**src/rtl/down_pkg.sv**
```systemverilog
// down_pkg: frame heads, command codes, run-control states and default timing for the downlink decoder
package down_pkg;
    localparam logic [7:0]  HEAD_LOCK    = 8'hAC;
    localparam logic [7:0]  HEAD_BYPASS  = 8'hA8;
    localparam logic [7:0]  HEAD_DATASYN = 8'hAA;
    localparam logic [7:0]  HEAD_CMD     = 8'hA1;
    localparam logic [7:0]  HEAD_FREQ    = 8'hA2;
    localparam logic [7:0]  HEAD_SW      = 8'hA9;
    localparam logic [15:0] PAY_LOCK     = 16'hECEC;
    localparam logic [15:0] PAY_KEY      = 16'h37A5;
    localparam logic [15:0] CMD_START    = 16'h1111;
    localparam logic [15:0] CMD_STOP     = 16'h2222;
    localparam logic [15:0] CMD_RESET    = 16'h4444;
    localparam int SYNC_PERIOD_DEF = 7999;
    localparam int WDOG_CYCLES_DEF = 40000;
    localparam int CHK_TIMEOUT_DEF = 400000;
    typedef enum logic [1:0] {ST_STOP, ST_RUN, ST_CHK, ST_RST} state_t;
endpackage

```
**src/rtl/down_sync_timer.sv**
```systemverilog
// down_sync_timer: data-update phase counter; wraps at SYNC_PERIOD or on resync with a one-cycle tick
module down_sync_timer import down_pkg::*; #(
    parameter int SYNC_PERIOD = SYNC_PERIOD_DEF
) (
    input  logic        clk,
    input  logic        rstn,
    input  logic        resync,
    output logic [12:0] sync_cnt,
    output logic        sync_tick
);
    logic wrap;
    assign wrap = resync || sync_cnt == 13'(SYNC_PERIOD);
    always_ff @(posedge clk or negedge rstn)
        if (!rstn) begin
            sync_cnt  <= '0;
            sync_tick <= 1'b0;
        end else begin
            sync_tick <= wrap;
            sync_cnt  <= wrap ? '0 : sync_cnt + 13'd1;
        end
endmodule

```
**src/rtl/down_cmd_decoder.sv**
```systemverilog
// down_cmd_decoder: downlink frame decoder and run-control FSM for the power unit.
// Define DOWN_WDOG_EN to build the comm-loss watchdog; otherwise comm_lost is tied low.
module down_cmd_decoder import down_pkg::*; #(
    parameter int N_BRG       = 2,
    parameter int N_FLT       = 4,
    parameter int SYNC_PERIOD = SYNC_PERIOD_DEF,
    parameter int WDOG_CYCLES = WDOG_CYCLES_DEF,
    parameter int CHK_TIMEOUT = CHK_TIMEOUT_DEF
) (
    input  logic               clk,
    input  logic               rstn,
    input  logic               recv_done,
    input  logic [23:0]        recv_data,
    input  logic               fault,
    input  logic [N_FLT-1:0]   igbt_flt,
    input  logic               chkflt_over,
    output logic               start,
    output logic               stop,
    output logic               rst,
    output logic               chkflt,
    output logic               chk_timeout,
    output logic               lockn,
    output logic               bypass_cmd,
    output logic [15:0]        fre_data,
    output logic [2*N_BRG-1:0] reg_igbt,
    output logic               recv_para,
    output logic [12:0]        sync_cnt,
    output logic               sync_tick,
    output logic               comm_lost
);
    localparam int CW = $clog2(CHK_TIMEOUT + 1);
    logic [7:0]  head;
    logic [15:0] pay;
    logic is_lock, is_byp, is_syn, is_cmd, is_freq, is_sw, force_stop, cmd_vld;
    logic [15:0] cmd_pay;
    logic [2*N_BRG-1:0] sw_map;
    logic [CW-1:0] chk_cnt;
    state_t state;
    assign head    = recv_data[23:16];
    assign pay     = recv_data[15:0];
    assign is_lock = recv_done && recv_data == {HEAD_LOCK, PAY_LOCK};
    assign is_byp  = recv_done && recv_data == {HEAD_BYPASS, PAY_KEY};
    assign is_syn  = recv_done && recv_data == {HEAD_DATASYN, PAY_KEY};
    assign is_cmd  = recv_done && head == HEAD_CMD;
    assign is_freq = recv_done && head == HEAD_FREQ;
    assign is_sw   = recv_done && head == HEAD_SW;
    assign recv_para = is_lock || is_cmd || is_sw || is_syn;
    // bridge k takes its lower switch from payload bit k and its upper switch from bit 4+k
    always_comb begin
        sw_map = '0;
        for (int k = 0; k < N_BRG; k++) sw_map[2*k +: 2] = {pay[4+k], pay[k]};
    end
    always_ff @(posedge clk or negedge rstn)
        if (!rstn) begin
            cmd_vld    <= 1'b0;
            cmd_pay    <= '0;
            lockn      <= 1'b1;
            bypass_cmd <= 1'b0;
            fre_data   <= '0;
            reg_igbt   <= '0;
        end else begin
            cmd_vld <= is_cmd;
            cmd_pay <= pay;
            if (is_byp) bypass_cmd <= 1'b1;
            if (is_freq && pay != '0) fre_data <= pay;
            if (rst) begin
                lockn    <= 1'b1;
                reg_igbt <= '0;
            end else begin
                if (is_lock) lockn <= 1'b0;
                if (is_sw && pay[15:8] == pay[7:0]) reg_igbt <= sw_map;
            end
        end
`ifdef DOWN_WDOG_EN
    localparam int WW = $clog2(WDOG_CYCLES + 1);
    logic [WW-1:0] wdog_cnt;
    logic frame_vld;
    assign frame_vld = is_lock || is_byp || is_syn || is_cmd || is_freq || is_sw;
    assign comm_lost = wdog_cnt == WW'(WDOG_CYCLES);
    always_ff @(posedge clk or negedge rstn)
        if (!rstn) wdog_cnt <= '0;
        else if (frame_vld) wdog_cnt <= '0;
        else if (!comm_lost) wdog_cnt <= wdog_cnt + WW'(1);
`else
    assign comm_lost = 1'b0;
`endif
    assign force_stop = fault || !lockn || comm_lost;
    assign start  = state == ST_RUN;
    assign stop   = state == ST_STOP;
    assign chkflt = state == ST_CHK;
    assign rst    = state == ST_RST;
    // a reset command while running only stops; rst is issued from STOP alone
    always_ff @(posedge clk or negedge rstn)
        if (!rstn) begin
            state       <= ST_STOP;
            chk_cnt     <= '0;
            chk_timeout <= 1'b0;
        end else begin
            chk_timeout <= 1'b0;
            case (state)
                ST_STOP:
                    if (cmd_vld && cmd_pay == CMD_START && !force_stop) state <= ST_RUN;
                    else if (cmd_vld && cmd_pay == CMD_RESET) begin
                        state   <= |igbt_flt ? ST_CHK : ST_RST;
                        chk_cnt <= '0;
                    end
                ST_RUN:
                    if (force_stop || (cmd_vld && (cmd_pay == CMD_STOP || cmd_pay == CMD_RESET))) state <= ST_STOP;
                ST_CHK:
                    if (chkflt_over) state <= ST_RST;
                    else if (chk_cnt == CW'(CHK_TIMEOUT - 1)) begin
                        state       <= ST_STOP;
                        chk_timeout <= 1'b1;
                    end else chk_cnt <= chk_cnt + CW'(1);
                default: state <= ST_STOP;
            endcase
        end
    down_sync_timer #(.SYNC_PERIOD(SYNC_PERIOD)) u_sync (
        .clk(clk),
        .rstn(rstn),
        .resync(is_syn),
        .sync_cnt(sync_cnt),
        .sync_tick(sync_tick)
    );
endmodule

```
**config.mk**
```make
export PLATFORM = sky130hd
export DESIGN_NAME = down_cmd_decoder
export DESIGN_NICKNAME = d
export VERILOG_FILES = /design/src/rtl/down_pkg.sv /design/src/rtl/down_sync_timer.sv /design/src/rtl/down_cmd_decoder.sv
export SDC_FILE = /design/constraint.sdc
export NUM_CORES = 1
export LEC_CHECK = 0
export BUFFER_PORTS_ARGS = -buffer_cell sky130_fd_sc_hd__buf_2
export CAP_MARGIN = 10
export CORE_UTILIZATION = 51
export DETAILED_ROUTE_END_ITERATION = 10
export PLACE_DENSITY = 0.87
export SLEW_MARGIN = 0
export SYNTH_ARGS = -nofsm -noshare
export SYNTH_HDL_FRONTEND = slang
export SYNTH_SLANG_ARGS = --single-unit
```
**constraint.sdc**
```tcl
create_clock -name clk -period 2.6 [get_ports clk]
set_input_delay 0.13 -clock clk [delete_from_list [all_inputs] [get_ports clk]]
set_output_delay 0.13 -clock clk [all_outputs]
set_load 0.02 [all_outputs]
```
==> Implementation_results.wiki <==
{| class="wikitable"
! Metric !! Value
|-
| Max-slew violation total from the final report || 0
|-
| Length of the first detailed-routing pass in iterations || 5
|-
| Effective utilization at floorplan || a little over half
|-
| Fraction of final layout cells with drive strength greater than 1 || 26.3%
|-
| Mean instance size in the synthesized netlist || 10.8 sq um
|-
| Residual DRC count || 0
|-
| Final cell count without fillers || 534
|-
| Share of synthesized flip-flops with an asynchronous set or reset || 100%
|-
| Global-route wire length before repair || 14500 microns
|-
| Endpoints failing hold || 0
|-
| Horizontal extent of the die || 86.1 microns
|-
| Synth Instances || 334
|-
| Hold-critical path endpoint || cmd_vld
|-
| Drt total wl || 8980 microns
|-
| Reported leakage power || 2.12 nW
|-
| Die outline area || 7410 sq um
|-
| Period Utilization, post-route || 95.7%
|-
| Cell area after placement || 4080 sq um
|-
| Total of cells resized after clock tree synthesis || 0
|-
| Final design area excluding fillers || 4460 sq um
|-
| Number of warnings reported in the yosys synthesis log || 0
|-
| Total negative setup slack || 0 ns
|-
| Number of nets in the synthesized netlist || between 300 and 400
|-
| Clock tree from TritonCTS || done
|-
| Nets@finish || 468
|-
| Power density over the cells || 548 nW/um^2
|-
| Worst reg-to-reg setup slack || 0.47 ns
|-
| Time the worst path needs with I/O delays and setup || 2.49 ns
|-
| Area growth, synth to finish || 23.7%
|-
| Total power || 2.44 mW
|-
| Fin Clk Skew || 0.0173 ns
|-
| Sort of element at the end of the critical path || output pin
|-
| HPWL reported at the end of detailed placement || 6060 microns
|-
| Routed Antenna Nets || 0
|-
| CTS root buffer || sky130_fd_sc_hd__clkbuf_8
|-
| Vias per std cell || 5.75
|-
| Final weighted congestion in routability-driven placement || approximately 0.96
|-
| Unrepaired setup endpoints after global routing || false
|-
| Number of antenna diodes || 0
|-
| Num rows || 30
|-
| Largest net degree at the start of global routing || 37
|-
| Final routed wire length divided by cell count || between 15 and 20 microns
|-
| Clock transition at the registers of the reported paths || 0.07 ns
|-
| Count of flip-flops with a built-in enable after synthesis || 0
|-
| Class of the worst hold path || in -> reg
|-
| Register area share after synthesis || between 50% and 60%
|-
| Die span in y || 86.1 microns
|-
| All-layer global routing usage || 25.9%
|-
| Standard cell core area || 6790 sq um
|-
| Number of CTS-inserted buffers || 9
|-
| Largest vdd supply drop || approximately 0.00037 V
|-
| Global-route congestion overflow total || 0
|-
| Critical setup path kind || in -> out
|-
| Placed insts || 501
|-
| Most used flip-flop cell after synthesis || sky130_fd_sc_hd__dfrtp_1
|-
| Max_slew headroom || ~65%
|-
| Antenna violations before repair || 0
|-
| Number of top-level design ports || 76
|-
| Num Clock Sinks || 75
|-
| Run status || complete, no violations
|-
| Via count || 3073
|-
| Critical register-to-register path startpoint || chk_cnt[0]
|-
| Origin of the worst min-delay path || recv_data[19]
|-
| Count of fill cells added during filler insertion || 517
|-
| Latest clock arrival within the worst-skew pair || approximately 0.35 ns
|-
| Via count of the first global-routing pass || 3062
|-
| Arr. time, crit path || roughly 2.4 ns
|-
| CP startpoint kind || primary input
|-
| Cells on Worst Hold Path || 2
|-
| Critical R2R Capture || chk_cnt[7]
|-
| CP max FO || 5
|-
| Count of H-tree levels built during CTS || 3
|-
| # port buffers || between 70 and 80
|-
| Distinct cell type count after synthesis || 57
|-
| Initial DRC Count || 129
|-
| Maximum achievable frequency || 402 MHz
|-
| Synth Register Bits || 75
|-
| Pin slew with the least headroom to its limit || 0.524 ns
|-
| Required time at the worst-slack endpoint || ~2.5 ns
|-
| Worst R2R Path Depth || 6
|-
| Minimum hold slack || 0.0502 ns
|-
| Max Cap Violations || 0
|-
| Area of the mapped netlist || 3600 sq um
|-
| Final setup viols || 0
|-
| Max Root-Sink Buffers || 2
|}
[synth_stat cells, types with 5 or more instances]
library cell / number / area, sq um
sky130_fd_sc_hd__a21o_1: 5 / 37.5
sky130_fd_sc_hd__a21oi_1: 12 / 60.1
sky130_fd_sc_hd__and3_1: 10 / 62.6
sky130_fd_sc_hd__and4_1: 5 / 43.8
sky130_fd_sc_hd__dfrtp_1: 74 / 1850
sky130_fd_sc_hd__inv_1: 6 / 22.5
sky130_fd_sc_hd__mux2_2: 5 / 56.3
sky130_fd_sc_hd__mux2_4: 10 / 150
sky130_fd_sc_hd__nand2_1: 21 / 78.8
sky130_fd_sc_hd__nand2b_1: 5 / 31.3
sky130_fd_sc_hd__nand3_1: 25 / 125
sky130_fd_sc_hd__nand4_1: 13 / 81.3
sky130_fd_sc_hd__nor2_1: 34 / 128
sky130_fd_sc_hd__nor3_1: 12 / 60.1
sky130_fd_sc_hd__nor4_1: 8 / 50.1
sky130_fd_sc_hd__o21ai_0: 6 / 30.0
sky130_fd_sc_hd__xnor2_1: 12 / 105
sky130_fd_sc_hd__xor2_1: 7 / 61.3
[power breakdown]
group	switching, mW	leakage, nW	total (mW)	internal [mW]
Clock	0.446	0.0922	0.919	0.473
Sequential	0.0389	0.985	1.25	1.21
Combinational	0.157	1.04	0.270	0.113
[worst max path at each step]
stage,start,endpoint
final,recv_data[0],recv_para
after global routing,recv_data[0],recv_para
after CTS,recv_data[0],recv_para
after detailed placement,chk_cnt[0],chk_cnt[7]
after global placement,cmd_pay[3],chk_cnt[17]
after floorplan,cmd_pay[3],chk_cnt[17]
[kinds of logic (layout without fill, tap and decap cells)]
| group | Yosys count | after routing | share of synthesized area (%) |
|---|---|---|---|
| compound gates | 50 | 50 | 10.6 |
| flops | 75 | 75 | 52.1 |
| simple gates | 154 | 154 | 23.2 |
| other cells | 1 | 1 | 0.104 |
| mux | 19 | 19 | 6.87 |
| xor+xnor | 19 | 19 | 4.62 |
| buf+inv | 14 | 118 | 1.84 |
| fa+ha+maj | 2 | 2 | 0.694 |
[repair_timing]
item	CTS	global route
endpoints found under the hold margin	24	0
setup endpoints to repair	0	0
buffers inserted	0	0
hold buffers	17	0
[worst max-delay path, cell delays in order]
cell and delay [ns]:
sky130_fd_sc_hd__dlygate4sd3_1 0.55, sky130_fd_sc_hd__buf_2 0.17, sky130_fd_sc_hd__or2_1 0.28, sky130_fd_sc_hd__or3_1 0.39
sky130_fd_sc_hd__nor4_1 0.34, sky130_fd_sc_hd__nand3_1 0.18, sky130_fd_sc_hd__o211ai_1 0.12, sky130_fd_sc_hd__buf_2 0.19
[flip-flops by register name (all words and copies together) (netlist names)]
signal and count:
chk_cnt 19, u_sync.sync_cnt 13, cmd_vld 1, state 2
chk_timeout 1, fre_data 16, u_sync.sync_tick 1, bypass_cmd 1
reg_igbt 4, cmd_pay 16, lockn 1
[stage by stage]
| step | worst slack (ns) | util [%] |
|---|---|---|
| 6_report | 0.112 | 65.6 |
| 5_1_grt | 0.0320 | 65.6 |
| 4_1_cts | 0.156 | 65.6 |
| 3_5_place_dp | 0.494 | 60.1 |
| 3_3_place_gp | 0.614 | 60.1 |
| 2_1_floorplan | 0.708 | - |
[routing by layer]
layer / up-vias / global-route usage (%) / wire (microns)
li1: 1424 / - / -
met1: 1480 / 31.8 / 3690
met2: 145 / 44.2 / 4470
met3: 24 / 6.64 / 631
met4: 0 / 8.94 / 185
met5: - / 0 / 0
[cell usage in the layout (no fill, tap or decap), types with 10 or more instances in the layout]
master,Yosys,layout
sky130_fd_sc_hd__nor2_1,34,34
sky130_fd_sc_hd__clkbuf_8,0,10
sky130_fd_sc_hd__xnor2_1,12,12
sky130_fd_sc_hd__and3_1,10,10
sky130_fd_sc_hd__buf_2,2,74
sky130_fd_sc_hd__a21oi_1,12,12
sky130_fd_sc_hd__dlygate4sd3_1,0,17
sky130_fd_sc_hd__nand3_1,25,25
sky130_fd_sc_hd__nor3_1,12,12
sky130_fd_sc_hd__dfrtp_1,74,74
sky130_fd_sc_hd__nand4_1,13,13
sky130_fd_sc_hd__nand2_1,21,21
sky130_fd_sc_hd__mux2_4,10,10
[cell type report]
class                   count  area [sq um]  share of cell area, %
inverters                   7          26.3                  0.590
clock inverters             5          61.3                   1.38
multi-input cells         245          1660                   37.2
clock buffers              11           141                   3.17
repair buffers             95           571                   12.8
well taps                  96           120                   2.70
flip-flops and latches     75          1880                   42.1
Power figures use the tool's default switching activity.
